$ cat config.mk
export PLATFORM = sky130hd
export DESIGN_NAME = adbg_wb_cmd_decode
export DESIGN_NICKNAME = d
export VERILOG_FILES = /design/src/rtl/adbg_wb_cmd_decode.sv
export SDC_FILE = /design/constraint.sdc
export NUM_CORES = 1
export LEC_CHECK = 0
export ABC_AREA = 1
export BUFFER_PORTS_ARGS = -buffer_cell sky130_fd_sc_hd__buf_2
export CAP_MARGIN = 25
export CORE_ASPECT_RATIO = 0.8
export CORE_UTILIZATION = 55
export CTS_CLUSTER_DIAMETER = 200
export DETAILED_ROUTE_END_ITERATION = 10
export PLACE_DENSITY = 0.77
export SLEW_MARGIN = 5
export SYNTH_ARGS = -nofsm -noshare
export SYNTH_HDL_FRONTEND = slang
export SYNTH_SLANG_ARGS = --single-unit
$ cat constraint.sdc
create_clock -name tck_i -period 1.7 [get_ports tck_i]
set_input_delay 0.34 -clock tck_i [delete_from_list [all_inputs] [get_ports tck_i]]
set_output_delay 0.34 -clock tck_i [all_outputs]
set_load 0.05 [all_outputs]
$ cat src/rtl/adbg_wb_cmd_decode.sv
// JTAG-side command front end for the Wishbone debug module: serial data register,
// opcode decode, one pending burst command on a valid/ready handshake, sticky error register.
module adbg_wb_cmd_decode #(
  parameter int DATAREG_LEN = 53,
  parameter int ADDR_WIDTH  = 32,
  parameter int CNT_WIDTH   = 16
) (
  input  logic                  tck_i,
  input  logic                  rstn_i,
  input  logic                  module_select_i,
  input  logic                  capture_dr_i,
  input  logic                  shift_dr_i,
  input  logic                  update_dr_i,
  input  logic                  tdi_i,
  output logic                  cmd_valid_o,
  input  logic                  cmd_ready_i,
  output logic                  cmd_write_o,
  output logic [1:0]            cmd_size_o,
  output logic [ADDR_WIDTH-1:0] cmd_addr_o,
  output logic [CNT_WIDTH-1:0]  cmd_count_o,
  input  logic                  err_i,
  output logic                  err_o,
  output logic                  illegal_o,
  output logic                  drop_o
);

  localparam int BW        = $clog2(DATAREG_LEN + 1);
  localparam int OP_LSB    = ADDR_WIDTH + CNT_WIDTH;
  localparam int SEL_BIT   = OP_LSB - 1;
  localparam int WDATA_BIT = OP_LSB - 2;
  localparam logic [BW-1:0] FULL = BW'(DATAREG_LEN);

  typedef enum logic {IDLE, ISSUE} state_t;

  state_t                  state_q, state_d;
  logic [DATAREG_LEN-1:0]  shift_q, shift_d;
  logic [BW-1:0]           cnt_q, cnt_d;
  logic                    write_q, write_d;
  logic [1:0]              size_q, size_d;
  logic [ADDR_WIDTH-1:0]   addr_q, addr_d;
  logic [CNT_WIDTH-1:0]    count_q, count_d;
  logic                    err_q, err_d;
  logic                    illegal_q, illegal_d;
  logic                    drop_q, drop_d;

  logic                    decode;
  logic                    err_clear;
  logic [3:0]              opcode;
  logic [3:0]              op_m1;
  logic                    count_zero;

  always_comb begin
    shift_d    = shift_q;
    cnt_d      = cnt_q;
    state_d    = state_q;
    write_d    = write_q;
    size_d     = size_q;
    addr_d     = addr_q;
    count_d    = count_q;
    illegal_d  = 1'b0;
    drop_d     = 1'b0;
    err_clear  = 1'b0;

    opcode     = shift_q[OP_LSB+3:OP_LSB];
    op_m1      = opcode - 4'd1;
    count_zero = (shift_q[CNT_WIDTH-1:0] == '0);

    if (shift_dr_i && module_select_i) begin
      shift_d = {tdi_i, shift_q[DATAREG_LEN-1:1]};
    end

    if (capture_dr_i && module_select_i) begin
      cnt_d = '0;
    end else if (shift_dr_i && module_select_i && cnt_q != FULL) begin
      cnt_d = cnt_q + 1'b1;
    end

    // Only a complete frame addressed to this module (select flag clear) decodes.
    decode = update_dr_i && module_select_i && !shift_q[DATAREG_LEN-1] && (cnt_q == FULL);

    unique case (state_q)
      IDLE: begin
        if (decode) begin
          case (opcode)
            4'h0: ;
            4'h1, 4'h2, 4'h3, 4'h4, 4'h5, 4'h6, 4'h7, 4'h8: begin
              if (count_zero) begin
                illegal_d = 1'b1;
              end else begin
                state_d = ISSUE;
                write_d = (opcode <= 4'h4);
                size_d  = op_m1[1:0];
                addr_d  = shift_q[OP_LSB-1:CNT_WIDTH];
                count_d = shift_q[CNT_WIDTH-1:0];
              end
            end
            4'h9: begin
              if (shift_q[SEL_BIT]) illegal_d = 1'b1;
              else                  err_clear = shift_q[WDATA_BIT];
            end
            4'hD: illegal_d = shift_q[SEL_BIT];
            default: illegal_d = 1'b1;
          endcase
        end
      end
      ISSUE: begin
        // A new update cannot displace the pending command; it is reported and discarded.
        drop_d = decode;
        if (cmd_ready_i) state_d = IDLE;
      end
      default: state_d = IDLE;
    endcase

    err_d = err_i | (err_q & ~err_clear);
  end

  always_ff @(posedge tck_i or negedge rstn_i) begin
    if (!rstn_i) begin
      state_q   <= IDLE;
      shift_q   <= '0;
      cnt_q     <= '0;
      write_q   <= 1'b0;
      size_q    <= '0;
      addr_q    <= '0;
      count_q   <= '0;
      err_q     <= 1'b0;
      illegal_q <= 1'b0;
      drop_q    <= 1'b0;
    end else begin
      state_q   <= state_d;
      shift_q   <= shift_d;
      cnt_q     <= cnt_d;
      write_q   <= write_d;
      size_q    <= size_d;
      addr_q    <= addr_d;
      count_q   <= count_d;
      err_q     <= err_d;
      illegal_q <= illegal_d;
      drop_q    <= drop_d;
    end
  end

  assign cmd_valid_o = (state_q == ISSUE);
  assign cmd_write_o = write_q;
  assign cmd_size_o  = size_q;
  assign cmd_addr_o  = addr_q;
  assign cmd_count_o = count_q;
  assign err_o       = err_q;
  assign illegal_o   = illegal_q;
  assign drop_o      = drop_q;

endmodule

==> qor.tcl <==
set qor(grt_pass1_wl_mm) 18.7
set qor(critical_path.endpoint_type) {register}
set qor(netlist.area_leader.share_pct) 59.7
set qor(core_box_area_sq_um) 8450
set qor(max_cap_viol_count) 0
set qor(io-pin-count) 64
set qor(final-setup-viol-count) 52
set qor(drt_pre_antenna_iters) 5
set qor(setup_ws_ns) -0.154
set qor(die_height_um) 85.4
set qor(tightest_slew_ns) 0.401
set qor(pre_cts_ws_ns) 0.0402
set qor(pwr_density_cell_nw_per_um2) 1270
set qor(cts_sinks) 114
set qor(path_class) {reg -> reg}
set qor(p_leak_nw) 3.28
set qor(fin_setup_tns_ns) -6.32
set qor(vias_per_cell) 5.66
set qor(period_minus_slack_ns) 1.85
set qor(critPathMaxFanout) 9
set qor(wire_per_inst_um) 16.9
set qor(drt_iter0_drc) 368
set qor(yosys_warnings) 0
set qor(yosysSeqAreaShare_pct) 59.7
set qor(ant_nets) 0
set qor(hold_viol) 0
set qor(clock_buffer_depth) 2
set qor(yosys-top-cells-area) {dfrtp_1 60%, nand2_1 15%, nand4_1 6.9%}
set qor(wl_mm) 12.4
set qor(grt_max_degree) 46
set qor(synth_seq_cells) 114
set qor(gp_congestion) 0.825
set qor(floorplan.initialDensity_pct) 56.6
set qor(final_layout_size_suffix_gt1_share_pct) 26.2
set qor(finish.net_count) 625
set qor(area_growth_pct) 29.1
set qor(hpwl_mm) 6.73
set qor(grt_setup_unrepaired) {yes}
set qor(max_clock_freq_mhz) 539
set qor(startpoint_type) {register}
set qor(antenna_cells_inserted) 0
set qor(cts_made_buffers) 17
set qor(slowest_stage) {dfrtp_1}
set qor(clock_tree_from_tritoncts) {done}
set qor(period_share_pct) 109
set qor(outcome) {complete, but fails checks}
set qor(timing.slew.headroom_pct) 73.3
set qor(gr-total-overflow) 0
set qor(grt_pass1_vias) 3830
set qor(worst_path_most_repeated_cell) {nand2_2}
set qor(post_synth.cell_area_avg_sq_um) 9.06
set qor(die_area_sq_um) 9060
set qor(htreeDepth) 4
set qor(synth_nets) 542
set qor(port_buffers) 63
set qor(dr_total_vias) 4159
set qor(violations_in_the_final_reports) {setup timing}
set qor(dieWidth_um) 106
set qor(path_cells) {inv_2 > ha_4 > nand2_2 > nor2_2 > nand3_2 > nor2_4 > nand3_4 > buf_12 > clkbuf_16 > nand2_2 > nand2_1}
set qor(buf_inv_on_cp) 3
set qor(number_of_antenna_violations_at_the_first_check_in_global_routing) 0
set qor(peakVddDrop_v) 0.000815
set qor(critical-path-max-stage-delay_ns) 0.40
set qor(globalRouteTotalUtil_pct) 26.8
set qor(clock-skew-final_ns) 0.00672
set qor(clkTransAtPathRegs_ns) 0.06
set qor(synth_cell_type_count) 22
set qor(netlist.top_cell.by_area) {dfrtp_1}
set qor(insertion_delay_ns) 0.52
set qor(final-max-slew-violation-count) 0
set qor(num-fill-cells) 585
set qor(placement_rows) 30
set qor(post_route_drc) 0
set qor(critPathTopFamily) {simple AND/OR/NAND/NOR gates}
set qor(min_path_type) {in -> reg}
set qor(syn_inst) 527
set qor(setup_slack_on_the_worst_flop_to_flop_path_ns) -0.15
set qor(mappedNetlistArea_sq_um) 4780
set qor(cts_root_buffer) {clkbuf_8}
set qor(timing.critical_path.required_ns) 2.10
set qor(cp_data_arrival_time_ns) 2.26
-- cell usage after synthesis --
master and count:
o211ai_1 1, nor2_1 20, o21ai_1 1, inv_1 40, xnor2_1 1, nand2_1 186, nand3b_1 1, nand3_4 1
a21oi_1 1, clkbuf_1 12, nand3_2 1, ha_1 6, buf_2 14, xor2_1 1, nor3_1 1, nor2_2 1
o21ai_0 57, dfrtp_1 114, nand4_1 53, nand3_1 9, nor2_4 1, buf_6 5
-- stage by stage --
stage          std cells  util, %  area, sq um  hold slack (ns)  power [W]
6_report             735     73.0         6170            0.105    0.00781
5_1_grt              735     73.0         6170           0.0959    0.00812
4_1_cts              722     69.4         5860           0.0871    0.00773
3_5_place_dp         687     61.9         5230            0.295    0.00414
3_3_place_gp         687     61.9         5230            0.291    0.00409
2_1_floorplan        527        -         4780           0.0444    0.00380
-- per-layer routing --
layer / global-route usage [%] / part of all wire (%) / vias up
met4: 7.70 / 2.2 / 0
met3: 7.07 / 7.2 / 38
met5: 0 / 0 / -
met2: 42.6 / 49 / 206
li1: - / - / 1893
met1: 36.4 / 41 / 2022
-- sequential cells by signal (all words and copies together), names as in the netlist --
signal	cells
cmd_write_o	1
cmd_valid_o	1
cmd_size_o	2
err_o	1
cnt_q	6
drop_o	1
illegal_o	1
cmd_count_o	16
cmd_addr_o	32
shift_q	53
-- power by group --
group,internal [W],switching [W],leakage (nW)
sequential,0.00300,0.000264,1.53
combinational,0.000304,0.000675,1.46
clock,0.00230,0.00126,0.290
-- layout by cell type, fill, tap and decap left out, types with 2 or more instances in the layout --
| cell | n |
|---|---|
| inv_1 | 38 |
| dfrtp_2 | 2 |
| nand2_1 | 157 |
| dlygate4sd3_1 | 3 |
| nand2_2 | 28 |
| o21ai_0 | 57 |
| dfrtp_1 | 112 |
| buf_2 | 62 |
| clkbuf_8 | 3 |
| clkinvlp_4 | 3 |
| clkinv_4 | 2 |
| bufinv_16 | 3 |
| ha_1 | 5 |
| buf_12 | 6 |
| clkbuf_16 | 20 |
| nor2_1 | 19 |
| nand4_1 | 53 |
| clkinv_2 | 4 |
| inv_2 | 2 |
| buf_6 | 4 |
| nor2_2 | 2 |
| nand3_1 | 9 |
| buf_4 | 16 |
-- tightest hold or removal path: cells and delay by family --
family	cells	cell delay, ns
buffers and inverters	1	0.09
AOI/OAI and AO/OA	1	0.08
and+or+nand+nor	1	0.06
-- final timing paths --
| path | start | endpoint | cells past startpoint |
|---|---|---|---|
| setup / recovery | cnt_q[1] | cmd_count_o[14] | 11 |
| setup reg to reg | cnt_q[1] | cmd_count_o[14] | 11 |
| max in group asynchronous | rstn_i | shift_q[48] | 3 |
| hold reg to reg | cmd_addr_o[22] | cmd_addr_o[22] | 2 |
| hold / removal | tdi_i | shift_q[52] | 3 |
| min in group asynchronous | rstn_i | cmd_count_o[7] | 2 |
-- what timing repair did --
item	in CTS	in global routing
endpoints found under the hold margin	28	0
gates resized for setup	0	41
hold buffers	3	0
endpoints found under the setup margin	0	58
buffers inserted	0	7
-- logic make-up (layout without fill, tap and decap cells) --
group                      count (synthesis)  count (layout)  share of synthesized area [%]
AOI/OAI and AO/OA                         60              60                           6.34
xor gates and xnor gates                   2               2                          0.367
adders and majority gates                  6               6                           1.57
buffers and inverters                     71             167                           6.73
DFF                                      114             114                           59.7
and+or+nand+nor                          274             274                           25.3
-- layout make-up --
type	count	area [sq um]	share of cell area, %
multi-input cells	342	1700	27.5
flip-flops and latches	114	2860	46.3
inverters	40	150	2.43
clock inverters	13	159	2.58
well taps	112	140	2.27
repair buffers	95	726	11.8
clock buffers	19	442	7.16
No activity file was read; power rests on OpenSTA's default activity.
